<file path="src/rtl/ue14500_pkg.sv">
// ---------------------------------------------------------------------------
// ue14500_pkg
// Shared definitions for the 1-bit ICU tile: the 4-bit opcode set (shared
// with the ICU core), default sequencer geometry and the sequencer state
// encoding.
// ---------------------------------------------------------------------------
package ue14500_pkg;

   // Default program address width and return stack depth.
   localparam int unsigned AW_DEF    = 8;
   localparam int unsigned DEPTH_DEF = 4;

   // ICU opcode nibbles.
   typedef enum logic [3:0] {
      OpNop0 = 4'h0,
      OpLd   = 4'h1,
      OpLdc  = 4'h2,
      OpAnd  = 4'h3,
      OpAndc = 4'h4,
      OpOr   = 4'h5,
      OpOrc  = 4'h6,
      OpXnor = 4'h7,
      OpSto  = 4'h8,
      OpStoc = 4'h9,
      OpIen  = 4'hA,
      OpOen  = 4'hB,
      OpJmp  = 4'hC,
      OpRtn  = 4'hD,
      OpSkz  = 4'hE,
      OpNopf = 4'hF
   } opcode_e;

   // Sequencer states.
   typedef enum logic [0:0] {
      StRun  = 1'b0,
      StHalt = 1'b1
   } seq_state_e;

endpackage

</file>
<file path="src/rtl/ue14500_seq_if.sv">
// ---------------------------------------------------------------------------
// ue14500_seq_if
// Bundle between the program sequencer, program memory and the ICU.
//   OPC_IN/TGT_IN : word at PC from program memory
//   JMP/RTN/FL0/FLF : registered ICU pulses
//   RUN           : resume request while halted
//   PC/OPC_OUT    : fetch address and opcode forwarded to the ICU
//   HALTED/STK_ERR: status
// Modports: slave = sequencer, master = memory/ICU side (or a testbench).
// ---------------------------------------------------------------------------
interface ue14500_seq_if
   import ue14500_pkg::*;
#(
   parameter int unsigned AW = AW_DEF
);
   logic [3:0]    OPC_IN;
   logic [AW-1:0] TGT_IN;
   logic          JMP;
   logic          RTN;
   logic          FL0;
   logic          FLF;
   logic          RUN;
   logic [AW-1:0] PC;
   logic [3:0]    OPC_OUT;
   logic          HALTED;
   logic          STK_ERR;

   modport master (
      output OPC_IN, TGT_IN, JMP, RTN, FL0, FLF, RUN,
      input  PC, OPC_OUT, HALTED, STK_ERR
   );

   modport slave (
      input  OPC_IN, TGT_IN, JMP, RTN, FL0, FLF, RUN,
      output PC, OPC_OUT, HALTED, STK_ERR
   );
endinterface

</file>
<file path="src/rtl/ue14500_rstack.sv">
// ---------------------------------------------------------------------------
// ue14500_rstack
// Return address stack, DEPTH entries of AW bits.
//   CLK, RST_N : clock, async active-low reset (clears SP only)
//   push_i     : push din_i; when full the top entry is overwritten
//   pop_i      : pop; has priority over push_i
//   top_o      : entry at SP-1 (don't-care when empty)
//   empty_o    : SP == 0
//   ovf_o      : push while full (strobe)
//   unf_o      : pop while empty (strobe)
// ---------------------------------------------------------------------------
module ue14500_rstack #(
   parameter int unsigned AW    = 8,
   parameter int unsigned DEPTH = 4
) (
   input  logic          CLK,
   input  logic          RST_N,
   input  logic          push_i,
   input  logic          pop_i,
   input  logic [AW-1:0] din_i,
   output logic [AW-1:0] top_o,
   output logic          empty_o,
   output logic          ovf_o,
   output logic          unf_o
);
   localparam int unsigned IW  = $clog2(DEPTH);
   localparam int unsigned SPW = IW + 1;

   logic [AW-1:0]  mem_q [DEPTH];
   logic [SPW-1:0] sp_q;
   logic           full;
   logic           do_push;
   logic [IW-1:0]  top_idx;
   logic [IW-1:0]  wr_idx;

   assign full    = (sp_q == SPW'(DEPTH));
   assign empty_o = (sp_q == '0);
   assign do_push = push_i & ~pop_i;
   assign top_idx = IW'(sp_q - 1'b1);
   // A push into a full stack lands on the top slot instead of growing.
   assign wr_idx  = full ? IW'(DEPTH - 1) : IW'(sp_q);

   assign top_o = mem_q[top_idx];
   assign ovf_o = do_push & full;
   assign unf_o = pop_i & empty_o;

   always_ff @(posedge CLK or negedge RST_N) begin
      if (!RST_N) begin
         sp_q <= '0;
      end else if (pop_i) begin
         if (!empty_o) sp_q <= sp_q - 1'b1;
      end else if (do_push && !full) begin
         sp_q <= sp_q + 1'b1;
      end
   end

   // Contents need no reset.
   always_ff @(posedge CLK) begin
      if (do_push) mem_q[wr_idx] <= din_i;
   end

endmodule

</file>
<file path="src/rtl/ue14500_seq.sv">
// ---------------------------------------------------------------------------
// ue14500_seq
// Program sequencer for the 1-bit ICU. Owns PC, forwards the opcode nibble
// and reacts to the ICU's registered JMP/RTN/FL0/FLF pulses with jump,
// FL0-armed call, return and halt. Return addresses live in ue14500_rstack.
//   CLK, RST_N : clock, async active-low reset
//   bus        : ue14500_seq_if.slave (OPC_IN, TGT_IN, JMP, RTN, FL0, FLF,
//                RUN in; PC, OPC_OUT, HALTED, STK_ERR out)
// Optional build macro UE14500_SEQ_SQUASH_EN: hides the jump delay slot by
// forcing OPC_OUT to NOPF during the JMP pulse and ignoring the FLF pulse
// that this produces one cycle later.
// ---------------------------------------------------------------------------
module ue14500_seq
   import ue14500_pkg::*;
#(
   parameter int unsigned AW    = AW_DEF,
   parameter int unsigned DEPTH = DEPTH_DEF
) (
   input logic          CLK,
   input logic          RST_N,
   ue14500_seq_if.slave bus
);
   seq_state_e    state_q;
   logic [AW-1:0] pc_q;
   logic [AW-1:0] tgt_q;
   logic          call_arm_q;
   logic          stk_err_q;

   logic          run_st;
   logic          stk_push;
   logic          stk_pop;
   logic [AW-1:0] stk_top;
   logic          stk_empty;
   logic          stk_ovf;
   logic          stk_unf;
   logic          flf_eff;

`ifdef UE14500_SEQ_SQUASH_EN
   // Set for the cycle after a taken JMP; that cycle's FLF came from the
   // squashed delay slot.
   logic squash_q;
   assign flf_eff = bus.FLF & ~squash_q;
`else
   assign flf_eff = bus.FLF;
`endif

   assign run_st   = (state_q == StRun);
   // RTN outranks JMP, so a simultaneous pair only ever pops.
   assign stk_pop  = run_st & bus.RTN;
   assign stk_push = run_st & ~bus.RTN & bus.JMP & call_arm_q;

   ue14500_rstack #(
      .AW    (AW),
      .DEPTH (DEPTH)
   ) u_rstack (
      .CLK     (CLK),
      .RST_N   (RST_N),
      .push_i  (stk_push),
      .pop_i   (stk_pop),
      .din_i   (pc_q + 1'b1),
      .top_o   (stk_top),
      .empty_o (stk_empty),
      .ovf_o   (stk_ovf),
      .unf_o   (stk_unf)
   );

   always_ff @(posedge CLK or negedge RST_N) begin
      if (!RST_N) begin
         state_q    <= StRun;
         pc_q       <= '0;
         tgt_q      <= '0;
         call_arm_q <= 1'b0;
         stk_err_q  <= 1'b0;
`ifdef UE14500_SEQ_SQUASH_EN
         squash_q   <= 1'b0;
`endif
      end else begin
         unique case (state_q)
            StRun: begin
               // Captured every cycle so it holds the JMP word's target
               // during the pulse cycle that follows.
               tgt_q <= bus.TGT_IN;
               if (bus.RTN) begin
                  pc_q       <= stk_empty ? '0 : stk_top;
                  call_arm_q <= 1'b0;
               end else if (bus.JMP) begin
                  pc_q       <= tgt_q;
                  call_arm_q <= 1'b0;
               end else begin
                  pc_q <= pc_q + 1'b1;
                  if (flf_eff) state_q <= StHalt;
                  if (bus.FL0) call_arm_q <= 1'b1;
               end
`ifdef UE14500_SEQ_SQUASH_EN
               squash_q <= bus.JMP & ~bus.RTN;
`endif
            end
            StHalt: begin
               if (bus.RUN) state_q <= StRun;
`ifdef UE14500_SEQ_SQUASH_EN
               squash_q <= 1'b0;
`endif
            end
         endcase
         if (stk_ovf || stk_unf) stk_err_q <= 1'b1;
      end
   end

   always_comb begin
      bus.OPC_OUT = bus.OPC_IN;
      if (state_q == StHalt) begin
         bus.OPC_OUT = OpNopf;
      end
`ifdef UE14500_SEQ_SQUASH_EN
      else if (bus.JMP) begin
         bus.OPC_OUT = OpNopf;
      end
`endif
   end

   assign bus.PC      = pc_q;
   assign bus.HALTED  = (state_q == StHalt);
   assign bus.STK_ERR = stk_err_q;

endmodule

</file>
<file path="src/flat_wrapper.sv">
// flat-port wrapper written by rule: the top's interface ports become plain ports
module ue14500_seq_flat import ue14500_pkg::*;
#(
   parameter int unsigned AW    = AW_DEF,
   parameter int unsigned DEPTH = DEPTH_DEF
)
  (CLK, RST_N, bus_OPC_IN, bus_TGT_IN, bus_JMP, bus_RTN, bus_FL0, bus_FLF, bus_RUN, bus_PC, bus_OPC_OUT, bus_HALTED, bus_STK_ERR);
  ue14500_seq_if #(.AW(AW)) bus_i ();
  input logic CLK;
  input logic RST_N;
  input wire logic [$bits(bus_i.OPC_IN)-1:0] bus_OPC_IN;
  input wire logic [$bits(bus_i.TGT_IN)-1:0] bus_TGT_IN;
  input wire logic [$bits(bus_i.JMP)-1:0] bus_JMP;
  input wire logic [$bits(bus_i.RTN)-1:0] bus_RTN;
  input wire logic [$bits(bus_i.FL0)-1:0] bus_FL0;
  input wire logic [$bits(bus_i.FLF)-1:0] bus_FLF;
  input wire logic [$bits(bus_i.RUN)-1:0] bus_RUN;
  output wire logic [$bits(bus_i.PC)-1:0] bus_PC;
  output wire logic [$bits(bus_i.OPC_OUT)-1:0] bus_OPC_OUT;
  output wire logic [$bits(bus_i.HALTED)-1:0] bus_HALTED;
  output wire logic [$bits(bus_i.STK_ERR)-1:0] bus_STK_ERR;
  assign bus_i.OPC_IN = bus_OPC_IN;
  assign bus_i.TGT_IN = bus_TGT_IN;
  assign bus_i.JMP = bus_JMP;
  assign bus_i.RTN = bus_RTN;
  assign bus_i.FL0 = bus_FL0;
  assign bus_i.FLF = bus_FLF;
  assign bus_i.RUN = bus_RUN;
  assign bus_PC = bus_i.PC;
  assign bus_OPC_OUT = bus_i.OPC_OUT;
  assign bus_HALTED = bus_i.HALTED;
  assign bus_STK_ERR = bus_i.STK_ERR;
  ue14500_seq #(.AW(AW), .DEPTH(DEPTH)) u_core (.CLK(CLK), .RST_N(RST_N), .bus(bus_i));
endmodule
</file>
<file path="config.mk">
export PLATFORM = sky130hd
export DESIGN_NAME = ue14500_seq_flat
export DESIGN_NICKNAME = d
export VERILOG_FILES = /design/src/rtl/ue14500_pkg.sv /design/src/rtl/ue14500_seq_if.sv /design/src/rtl/ue14500_rstack.sv /design/src/rtl/ue14500_seq.sv /design/src/flat_wrapper.sv
export SDC_FILE = /design/constraint.sdc
export NUM_CORES = 1
export LEC_CHECK = 0
export ABC_AREA = 0
export BUFFER_PORTS_ARGS = -buffer_cell sky130_fd_sc_hd__buf_2
export CAP_MARGIN = 0
export CORE_MARGIN = 5
export CORE_UTILIZATION = 50
export DETAILED_ROUTE_END_ITERATION = 10
export PLACE_DENSITY = 0.68
export SLEW_MARGIN = 20
export SYNTH_ARGS = -nofsm -noshare
export SYNTH_HDL_FRONTEND = slang
export SYNTH_SLANG_ARGS = --single-unit
</file>
<file path="constraint.sdc">
create_clock -name CLK -period 2.3 [get_ports CLK]
set_input_delay 0.23 -clock CLK [delete_from_list [all_inputs] [get_ports CLK]]
set_output_delay 0.23 -clock CLK [all_outputs]
set_load 0.01 [all_outputs]
</file>
== Yosys cells after proc, flatten, opt, wreduce, memory -nomap -nowiden ==
Memory sizes are Yosys's and may differ from the RTL's.
Index checks and enable logic that the tools add are counted.

* Output and inout port bits: 14
* Memories kept: 1
* Bits in writable memories: 32
* Register bits: 22
* Bits of input ports: 19
* Word-level logic and storage cells: 48

{| class="wikitable"
|+ Memories
! name !! depth !! bits a word !! rd ports !! clocked after memory_dff !! wr ports !! line !! source
|-
| u_core.u_rstack.mem_q || 4 || 8 || 1 || 0 || 1 || ue14500_rstack.sv:29 || <nowiki>logic [AW-1:0] mem_q [DEPTH];</nowiki>
|}

* Multiplexer cells: 18
* Eq/ne operators: 2
* Reductions and logical operators: 8
* Bitwise logic cells: 10
* Add/sub/neg operators: 3

{| class="wikitable"
|+ Operators with widths
! kind !! number
|-
| 8-bit two-way mux || 3
|-
| 1-bit two-way mux || 9
|-
| 3-bit two-way mux || 3
|-
| 8-bit by 1-bit adder with 8-bit output (second input constant) || 1
|-
| 1-bit bitwise AND || 7
|-
| 4-bit two-way mux || 1
|-
| 2-bit AND reduction || 2
|-
| 3-bit by 1-bit adder with 3-bit output (second input constant) || 1
|-
| 3-bit equality test (second input constant) || 1
|-
| 3-bit logical NOT || 1
|-
| 1-bit inverter || 3
|-
| 3-bit nonzero test || 1
|-
| 3-bit by 1-bit subtractor with 3-bit output (second input constant) || 1
|-
| 2-bit two-way mux || 1
|-
| 2-bit inequality test (second input constant) || 1
|-
| 1-bit case mux with 2 select lines || 1
|-
| 2-bit nonzero test || 1
|-
| 1-bit logical AND || 1
|-
| 1-bit logical NOT || 1
|-
| 1-bit logical OR || 1
|}

== Depth between registers and ports, before layout ==
Gate-level depths: netlist of the first run.

* Word-level depth: 8
* Mapped depth: 7
* Mapped depth without buffers: 6

== By module ==
From an unflattened synthesis of the first run, not the netlist that was laid out.

* Cell total of the unflattened synthesis: 177
* Area total of the unflattened synthesis: 2,454.9 µm²

{| class="wikitable"
|+ By module, submodules not included
! module !! instances !! area an instance (µm²) !! seq. area each (µm²) !! cells each
|-
| ue14500_rstack || 1 || 1,426.4 || 1,036.0 || 74
|-
| ue14500_seq || 1 || 1,028.5 || 475.5 || 103
|}

== Worst setup path before layout of the first run ==
No wires, ideal clock.

* Path kind: flip-flop to flip-flop
* Start point: register u_core.u_rstack.sp_q[0]
* End point: memory u_core.u_rstack.mem_q[0][0] (enable)
* Library setup time: 0.383 ns
* Buffers on the path: 1
* Period minus slack after synthesis: 2.066 ns
* Path slack: 0.234 ns
* Data arrival time: 1.683 ns
* Cell stages (with the launch flop): 7
* Data required time: 1.917 ns
* Cells stage by stage: dfrtp_1 > buf_6 > inv_1 > ha_1 > nand2_1 > nand2_1 > nor3_1

* Word-level cells in the longest chain between the ends: 2

{| class="wikitable"
|+ Ends and longest elaborated chain
! item !! line !! source
|-
| start, declared || ue14500_rstack.sv:30 || <nowiki>logic [SPW-1:0] sp_q;</nowiki>
|-
| start signal, assigned || ue14500_rstack.sv:51 || <nowiki>if (!empty_o) sp_q <= sp_q - 1'b1;</nowiki>
|-
| start signal, assigned || ue14500_rstack.sv:53 || <nowiki>sp_q <= sp_q + 1'b1;</nowiki>
|-
| 3-bit equality test || ue14500_rstack.sv:36 || <nowiki>assign full = (sp_q == SPW'(DEPTH));</nowiki>
|-
| 2-bit two-way mux * || ue14500_rstack.sv:41 || <nowiki>assign wr_idx = full ? IW'(DEPTH - 1) : IW'(sp_q);</nowiki>
|-
| end, declared || ue14500_rstack.sv:29 ||
|}

Every way passes the cells marked *; elsewhere a longest branch is shown, timed or not.

== Worst setup path in the final report of the first run ==
* Start point: register u_core.u_rstack.sp_q[1]
* End point: register u_core.pc_q[6] (netlist: u_core.bus.PC[6])

* Word-level cells in the longest chain between the ends: 4
* Elaborated cells between the ends (all ways): 5
* Those cells by class: add/sub (1); mux (2); reduce/logical (1); memory (1)

{| class="wikitable"
|+ Ends and longest elaborated chain
! item !! line !! source
|-
| 3-bit by 1-bit subtractor with 3-bit output || n/a ||
|-
| memory 4 x 8 bit || n/a ||
|-
| 8-bit two-way mux * || ue14500_seq.sv:84 || <nowiki>pc_q <= stk_empty ? '0 : stk_top;</nowiki>
|-
| 8-bit two-way mux * || ue14500_seq.sv:83 || <nowiki>if (bus.RTN) begin</nowiki>
|-
| end signal, assigned || ue14500_seq.sv:84 ||
|-
| end signal, assigned || ue14500_seq.sv:87 || <nowiki>pc_q <= tgt_q;</nowiki>
|-
| end signal, assigned || ue14500_seq.sv:90 || <nowiki>pc_q <= pc_q + 1'b1;</nowiki>
|-
| end, declared || ue14500_seq.sv:24 || <nowiki>logic [AW-1:0] pc_q;</nowiki>
|}

Marked as above.
A chain may end at the register's enable or synchronous reset.

==> Flow_metrics.wiki, run 1 <==
{| class="wikitable"
! Metric !! Value
|-
| Number of global-route vias before repair || 1611
|-
| Total routing resource utilization after global routing || 17.5%
|-
| ANT nets after route || 0
|-
| Count of final max-slew check failures || 0
|-
| VDD IR max || 501 uV
|-
| Part of the cycle the worst path needs || 87.1%
|-
| Antenna Diode Count || 0
|-
| Number of nets at the end of the flow || 238
|-
| Starting Density || 51.9%
|-
| Filler Cells Inserted || 400
|-
| Io pins || 33
|-
| CP Max Fanout || 11
|-
| Number of failing hold endpoints at the final stage || 0
|-
| Launching element type of the critical path || flop
|-
| Layout Skew || 5.80 ps
|-
| Share of the synthesized area in the top cell type || 38.7%
|-
| Average footprint of a synthesized cell || 14.0 sq um
|-
| Distinct cell type count after synthesis || 37
|-
| Clock insertion delay at the later pin of the skew report || 300 ps
|-
| Power per cell area || 1060 nW/um^2
|-
| Antenna violations before repair || 0
|-
| Maximum number of pins on one net before global-route repair || 28
|-
| Post-Route WL || 5210 um
|-
| Critical setup path kind || flop to flop
|-
| Layout overhead on the synthesized area || 13.0%
|-
| Total core area || 4790 sq um
|-
| Unrepaired setup endpoints after global routing || no
|-
| H-tree level count || 2
|-
| Data arrival time of the critical path || 2190 ps
|-
| Global-route wire length before repair || 8400 um
|-
| Number of endpoints failing setup at the final stage || 0
|-
| Vias per Instance || 5.59
|-
| Fraction of the yosys area taken by sequential cells || 60.8%
|-
| Cells after synthesis || 177
|-
| Clock tree root driver cell || clkbuf_8
|-
| Library cell occupying the most area in the post-synthesis netlist || edfxtp_1
|-
| DRC violations left || 0
|-
| Clock-pin slew reported for the worst setup and hold paths after clock tree synthesis || 90 ps
|-
| Outcome || complete, no violations
|-
| Area contributors post-synth || edfxtp_1, dfrtp_1, mux4_1, mux2_2, mux4_2
|-
| Post-synthesis register bit count || 54
|-
| TritonCTS clock tree || built
|-
| Dominant combinational cell family by area after synthesis || multiplexers
|-
| Grt ovf || 0
|-
| Drt initial violations || 110
|-
| Required time at the worst-slack endpoint || 2490 ps
|-
| Simple-gate share of the synthesized area || 10.3%
|-
| Fraction of synthesized cell area in xor and xnor cells || 2.47%
|-
| DR vias || 1572
|-
| Most frequently used flop master after synthesis || edfxtp_1
|-
| Clock period minus final worst setup slack || 2000 ps
|-
| Length of the first detailed-routing pass in iterations || 4
|-
| Wire per inst || 18.5 um
|-
| CTS Buf Count || 5
|-
| Summed instance area of the synthesized netlist || 2490 sq um
|-
| Synth Area in Compound Gates || 8.51%
|-
| DIE HEIGHT || 80.5 um
|-
| Input/output buffers || 32
|-
| Share of cells above drive strength 1 || 29.0%
|-
| Transition time at the pin with the least slew margin || 535 ps
|-
| WHS || 91.5 ps
|-
| Worst Hold Class || input pin to flop
|-
| Post-synth ARST share || 40.7%
|-
| Estimated wirelength of the detail-placed design || 3670 um
|-
| Buffers from clock root to sink, at most || 2
|-
| Final estimated routing congestion in global placement || 0.828
|-
| Adder-cell share of the synthesized area || 3.02%
|-
| Setup TNS || 0 ps
|-
| Max_slew headroom || 64.3%
|-
| Area of the die || 6480 sq um
|-
| Number of synthesized flops with an enable pin || 32
|-
| P_leak || 1.12 nW
|-
| Syn_nets || 202
|-
| Share of synthesized area spent on multiplexers || 12.7%
|-
| Resize count post-CTS || 0
|-
| Pre-CTS worst setup slack || 319 ps
|-
| Number of clock sinks || 54
|-
| Number of warnings printed during yosys synthesis || 0
|-
| Critical path endpoint category || flop
|-
| Maximum clock rate || 499 MHz
|-
| Smallest setup slack after layout || 296 ps
|-
| Die Width || 80.5 um
|-
| Number of rows in the core area || 25
|-
| Max-capacitance violation count || 0
|}
-- state kept, by name, indices dropped and copies added (netlist names) --
register / flops
u_core.bus.HALTED: 1
u_core.call_arm_q: 1
u_core.tgt_q: 8
u_core.u_rstack.sp_q: 3
u_core.u_rstack.mem_q: 32
u_core.bus.STK_ERR: 1
u_core.bus.PC: 8
-- logic make-up (layout without fill, tap and decap cells) --
| family | count (synthesis) | in the layout |
|---|---|---|
| fa+ha+maj | 6 | 6 |
| buf+inv | 12 | 49 |
| flops | 54 | 54 |
| mux | 19 | 19 |
| compound gates | 30 | 30 |
| simple gates | 49 | 49 |
| xor+xnor | 7 | 7 |
-- layout make-up --
cell class	count	area [sq um]	area share, %
clock buffer	6	72.6	2.58
clock inverter	2	8.76	0.312
inverter	4	15.0	0.534
multi-input combinational	111	918	32.7
sequential	54	1510	53.8
tap	67	83.8	2.98
timing repair buffer	37	200	7.12
-- final timing paths --
path,start,endpoint,slack (ps),cells after the start
min in group asynchronous,RST_N,u_core.u_rstack.sp_q[0]$_DFFE_PN0P_,430,2
setup / recovery,u_core.u_rstack.sp_q[1]$_DFFE_PN0P_,u_core.bus.PC[6]$_DFFE_PN0N_,300,4
setup reg to reg,u_core.u_rstack.sp_q[1]$_DFFE_PN0P_,u_core.bus.PC[6]$_DFFE_PN0N_,300,4
hold / removal,bus_RUN,u_core.bus.HALTED$_DFF_PN0_,90,2
max in group asynchronous,RST_N,u_core.bus.PC[2]$_DFFE_PN0N_,1500,2
hold reg to reg,u_core.bus.STK_ERR$_DFFE_PN0P_,u_core.bus.STK_ERR$_DFFE_PN0P_,460,1
-- timing repair --
item	4_1_cts	5_1_grt
hold buffers	1	0
endpoints found under the hold margin	22	0
buffers inserted	0	0
-- per-layer routing --
layer  up-vias  track usage (%)  part of all wire (%)  wire (um)
met5         -                0                     0          0
met4         0             4.73                  0.71         37
met3         5             3.59                   3.7        191
met2        34             30.5                    53       2760
met1       801             22.0                    43       2220
li1        732                -                     -          -
-- power by group --
part           leakage, nW  switching (mW)  internal [mW]  total [mW]
logic                0.523           0.569          0.476        1.04
clock network       0.0426           0.287          0.210       0.498
registers            0.553           0.168           1.27        1.44
-- critical path, cell delays in order, from the launching register on --
cell and delay [ps]:
dfrtp_1 450, inv_1 120, ha_1 580, mux4_2 370, a221o_1 370
-- synthesized netlist by cell type (2+ instances only) --
master	n
edfxtp_1	32
dfrtp_1	22
nand2_1	17
o21ai_0	9
mux2_2	8
nor2_1	7
ha_1	6
a21oi_1	5
a221o_1	5
or2_2	5
a22oi_1	4
inv_1	4
mux4_1	4
mux4_2	4
nor2b_1	4
nor3_1	4
xnor2_1	4
buf_2	3
mux2i_1	3
nand3_1	3
xor2_1	3
a21o_1	2
and2_1	2
buf_1	2
clkbuf_1	2
o22a_1	2
-- metrics by stage --
step           power, mW  util (%)  instances  cell area, sq um
3_3_place_gp        2.44      56.8        272              2720
3_5_place_dp        2.50      56.8        272              2720
5_1_grt             3.15      58.7        281              2810
6_report            2.98      58.7        281              2810
4_1_cts             3.00      58.7        281              2810
2_1_floorplan       2.17         -        177              2490
-- cell usage in the layout, fill, tap and decap left out, types with 2 or more instances in the layout --
| cell | netlist | routed |
|---|---|---|
| a21o_1 | 2 | 2 |
| a21oi_1 | 5 | 5 |
| a221o_1 | 5 | 5 |
| a22oi_1 | 4 | 4 |
| and2_1 | 2 | 2 |
| buf_2 | 3 | 32 |
| buf_4 | 0 | 4 |
| clkbuf_8 | 0 | 5 |
| dfrtp_1 | 22 | 22 |
| edfxtp_1 | 32 | 32 |
| ha_1 | 6 | 6 |
| inv_1 | 4 | 4 |
| mux2_2 | 8 | 8 |
| mux2i_1 | 3 | 3 |
| mux4_1 | 4 | 4 |
| mux4_2 | 4 | 4 |
| nand2_1 | 17 | 17 |
| nand3_1 | 3 | 3 |
| nor2_1 | 7 | 7 |
| nor2b_1 | 4 | 4 |
| nor3_1 | 4 | 4 |
| o21ai_0 | 9 | 9 |
| o22a_1 | 2 | 2 |
| or2_2 | 5 | 5 |
| xnor2_1 | 4 | 4 |
| xor2_1 | 3 | 3 |
No activity file was read; power rests on OpenSTA's default activity.
==> run 2, diff against run 1 <==
--- a/config.mk
+++ b/config.mk
@@ -13,3 +13,3 @@
 export DETAILED_ROUTE_END_ITERATION = 10
-export PLACE_DENSITY = 0.68
+export PLACE_DENSITY_LB_ADDON = 0.1
 export SLEW_MARGIN = 20
--- a/constraint.sdc
+++ b/constraint.sdc
@@ -3,2 +3,2 @@
 set_output_delay 0.23 -clock CLK [all_outputs]
-set_load 0.01 [all_outputs]
+set_load 0.05 [all_outputs]
==> Flow_metrics.wiki, run 2 (synthesized netlist as in run 1, its figures left out) <==
{| class="wikitable"
! Metric !! Value
|-
| Top library cells by usage in the layout, fill and taps aside || buf_2, edfxtp_1, dfrtp_1 (unchanged)
|-
| Max_slew headroom || 63.3% (was 64.3%)
|-
| Wire per inst || 18.6 um (was 18.5 um)
|-
| P_leak || 1.12 nW (about the same)
|-
| Number of nets at the end of the flow || 239 (was 238)
|-
| Final estimated routing congestion in global placement || 0.815 (was 0.828)
|-
| Vias per Instance || 5.67 (was 5.59)
|-
| Die Width || 80.5 um (unchanged)
|-
| ANT nets after route || 0 (unchanged)
|-
| Part of the cycle the worst path needs || 88.7% (was 87.1%)
|-
| Input/output buffers || 32 (unchanged)
|-
| Number of endpoints failing setup at the final stage || 0 (unchanged)
|-
| TritonCTS clock tree || built (unchanged)
|-
| Buffers inserted by post-CTS timing repair || 0 (unchanged)
|-
| Transition time at the pin with the least slew margin || 551 ps (was 535 ps)
|-
| Resize count post-CTS || 0 (unchanged)
|-
| Count of final max-slew check failures || 0 (unchanged)
|-
| Antenna Diode Count || 0 (unchanged)
|-
| Max-capacitance violation count || 0 (unchanged)
|-
| Clock-pin slew reported for the worst setup and hold paths after clock tree synthesis || 100 ps (was 90 ps)
|-
| Post-placement cell count || 273 (was 272)
|-
| Maximum clock rate || 490 MHz (was 499 MHz)
|-
| Length of the first detailed-routing pass in iterations || 5 (was 4)
|-
| Maximum number of pins on one net before global-route repair || 23 (was 28)
|-
| Critical path endpoint category || flop (unchanged)
|-
| Slowest cell on the critical path || ha_1 (unchanged)
|-
| Setup TNS || 0 ps (unchanged)
|-
| Layout overhead on the synthesized area || 13.5% (was 13.0%)
|-
| Drt initial violations || 142 (was 110)
|-
| DR vias || 1600 (was 1572)
|-
| Number of global-route vias before repair || 1655 (was 1611)
|-
| CTS Buf Count || 5 (unchanged)
|-
| Total routing resource utilization after global routing || 18.0% (was 17.5%)
|-
| Unrepaired setup endpoints after global routing || no (unchanged)
|-
| Global-route wire length before repair || 8690 um (was 8400 um)
|-
| Register with the most flip-flops || u_core.u_rstack.mem_q (unchanged)
|-
| Final design area excluding fillers || 2820 sq um (was 2810 sq um)
|-
| Number of failing hold endpoints at the final stage || 0 (unchanged)
|-
| Pre-CTS worst setup slack || 285 ps (was 319 ps)
|-
| Outcome || complete, no violations (unchanged)
|-
| Instance area after placement || 2730 sq um (was 2720 sq um)
|-
| Io pins || 33 (unchanged)
|-
| Launching element type of the critical path || flop (unchanged)
|-
| DIE HEIGHT || 80.5 um (unchanged)
|-
| Buffers from clock root to sink, at most || 2 (unchanged)
|-
| Critical setup path kind || flop to flop (unchanged)
|-
| Power per cell area || 1140 nW/um^2 (was 1060 nW/um^2)
|-
| Cells along the critical path || inv_1 -> ha_1 -> mux4_2 -> a221o_1 (unchanged)
|-
| H-tree level count || 2 (unchanged)
|-
| Required time at the worst-slack endpoint || 2500 ps (was 2490 ps)
|-
| Share of cells above drive strength 1 || 29.8% (was 29.0%)
|-
| WHS || 86.5 ps (was 91.5 ps)
|-
| Post-route insts no fill || 282 (was 281)
|-
| Number of clock sinks || 54 (unchanged)
|-
| Data arrival time of the critical path || 2240 ps (was 2190 ps)
|-
| Grt ovf || 0 (unchanged)
|-
| Starting Density || 51.9% (unchanged)
|-
| Number of rows in the core area || 25 (unchanged)
|-
| Total core area || 4790 sq um (unchanged)
|-
| CP Max Fanout || 11 (unchanged)
|-
| Layout Skew || 11.1 ps (was 5.80 ps)
|-
| Flip-flop count of the largest register after layout || 32 (unchanged)
|-
| Area of the die || 6480 sq um (unchanged)
|-
| Slowest cell delay on critical path || 620 ps (was 580 ps)
|-
| Post-Route WL || 5230 um (was 5210 um)
|-
| Clock period minus final worst setup slack || 2040 ps (was 2000 ps)
|-
| Estimated wirelength of the detail-placed design || 3660 um (was 3670 um)
|-
| Number of buffers inserted for hold repair after clock tree synthesis || 1 (unchanged)
|-
| Clock insertion delay at the later pin of the skew report || 300 ps (about the same)
|-
| DRC violations left || 0 (unchanged)
|-
| PnR Total Power || 3.23 mW (was 2.98 mW)
|-
| Worst Hold Class || input pin to flop (unchanged)
|-
| VDD IR max || 713 uV (was 501 uV)
|-
| Clock tree root driver cell || clkbuf_8 (unchanged)
|-
| Final core occ || 59.0% (was 58.7%)
|-
| Smallest setup slack after layout || 260 ps (was 296 ps)
|-
| Antenna violations before repair || 0 (unchanged)
|}
[run 2: final cells by class]
cell class / count / area (sq um)
Fill cell: 391 / 1960
Sequential cell: 54 / 1510
Multi-Input combinational cell: 111 / 918
Timing Repair Buffer: 38 / 208
Tap cell: 67 / 83.8
Clock buffer: 5 / 68.8
Clock inverter: 3 / 16.3
Inverter: 4 / 15.0
[run 2: report_power, final]
| part | switching [mW] | leakage [nW] | total, mW | internal (mW) |
|---|---|---|---|---|
| clock network | 0.297 | 0.0416 | 0.507 | 0.209 |
| logic | 0.809 | 0.529 | 1.29 | 0.479 |
| registers | 0.164 | 0.553 | 1.43 | 1.27 |
[run 2: worst max-delay path: cells and delay by family, from the launching register on]
kind	cells	cell delay [ps]
fa+ha+maj	1	620
flops	1	450
mux	1	380
compound gates	1	350
buf+inv	1	130
[run 2: layer usage]
metal | up-vias | track usage (%) | wire [um]
li1 | 735 | - | -
met1 | 818 | 25.5 | 2370
met2 | 41 | 28.5 | 2610
met3 | 6 | 3.14 | 205
met4 | 0 | 5.41 | 51
met5 | - | 0 | 0
[run 2: final timing paths]
| check | from | cells past startpoint | slack (ps) | end |
|---|---|---|---|---|
| worst max-delay path | u_core.u_rstack.sp_q[1]$_DFFE_PN0P_ | 4 | 260 | u_core.bus.PC[6]$_DFFE_PN0N_ |
| worst min-delay path | bus_RUN | 2 | 90 | u_core.bus.HALTED$_DFF_PN0_ |
| worst max register to register | u_core.u_rstack.sp_q[1]$_DFFE_PN0P_ | 4 | 260 | u_core.bus.PC[6]$_DFFE_PN0N_ |
| worst min register to register | u_core.bus.STK_ERR$_DFFE_PN0P_ | 1 | 460 | u_core.bus.STK_ERR$_DFFE_PN0P_ |
| max in group asynchronous | RST_N | 2 | 1480 | u_core.bus.PC[1]$_DFFE_PN0N_ |
| min in group asynchronous | RST_N | 2 | 440 | u_core.bus.PC[7]$_DFFE_PN0N_ |
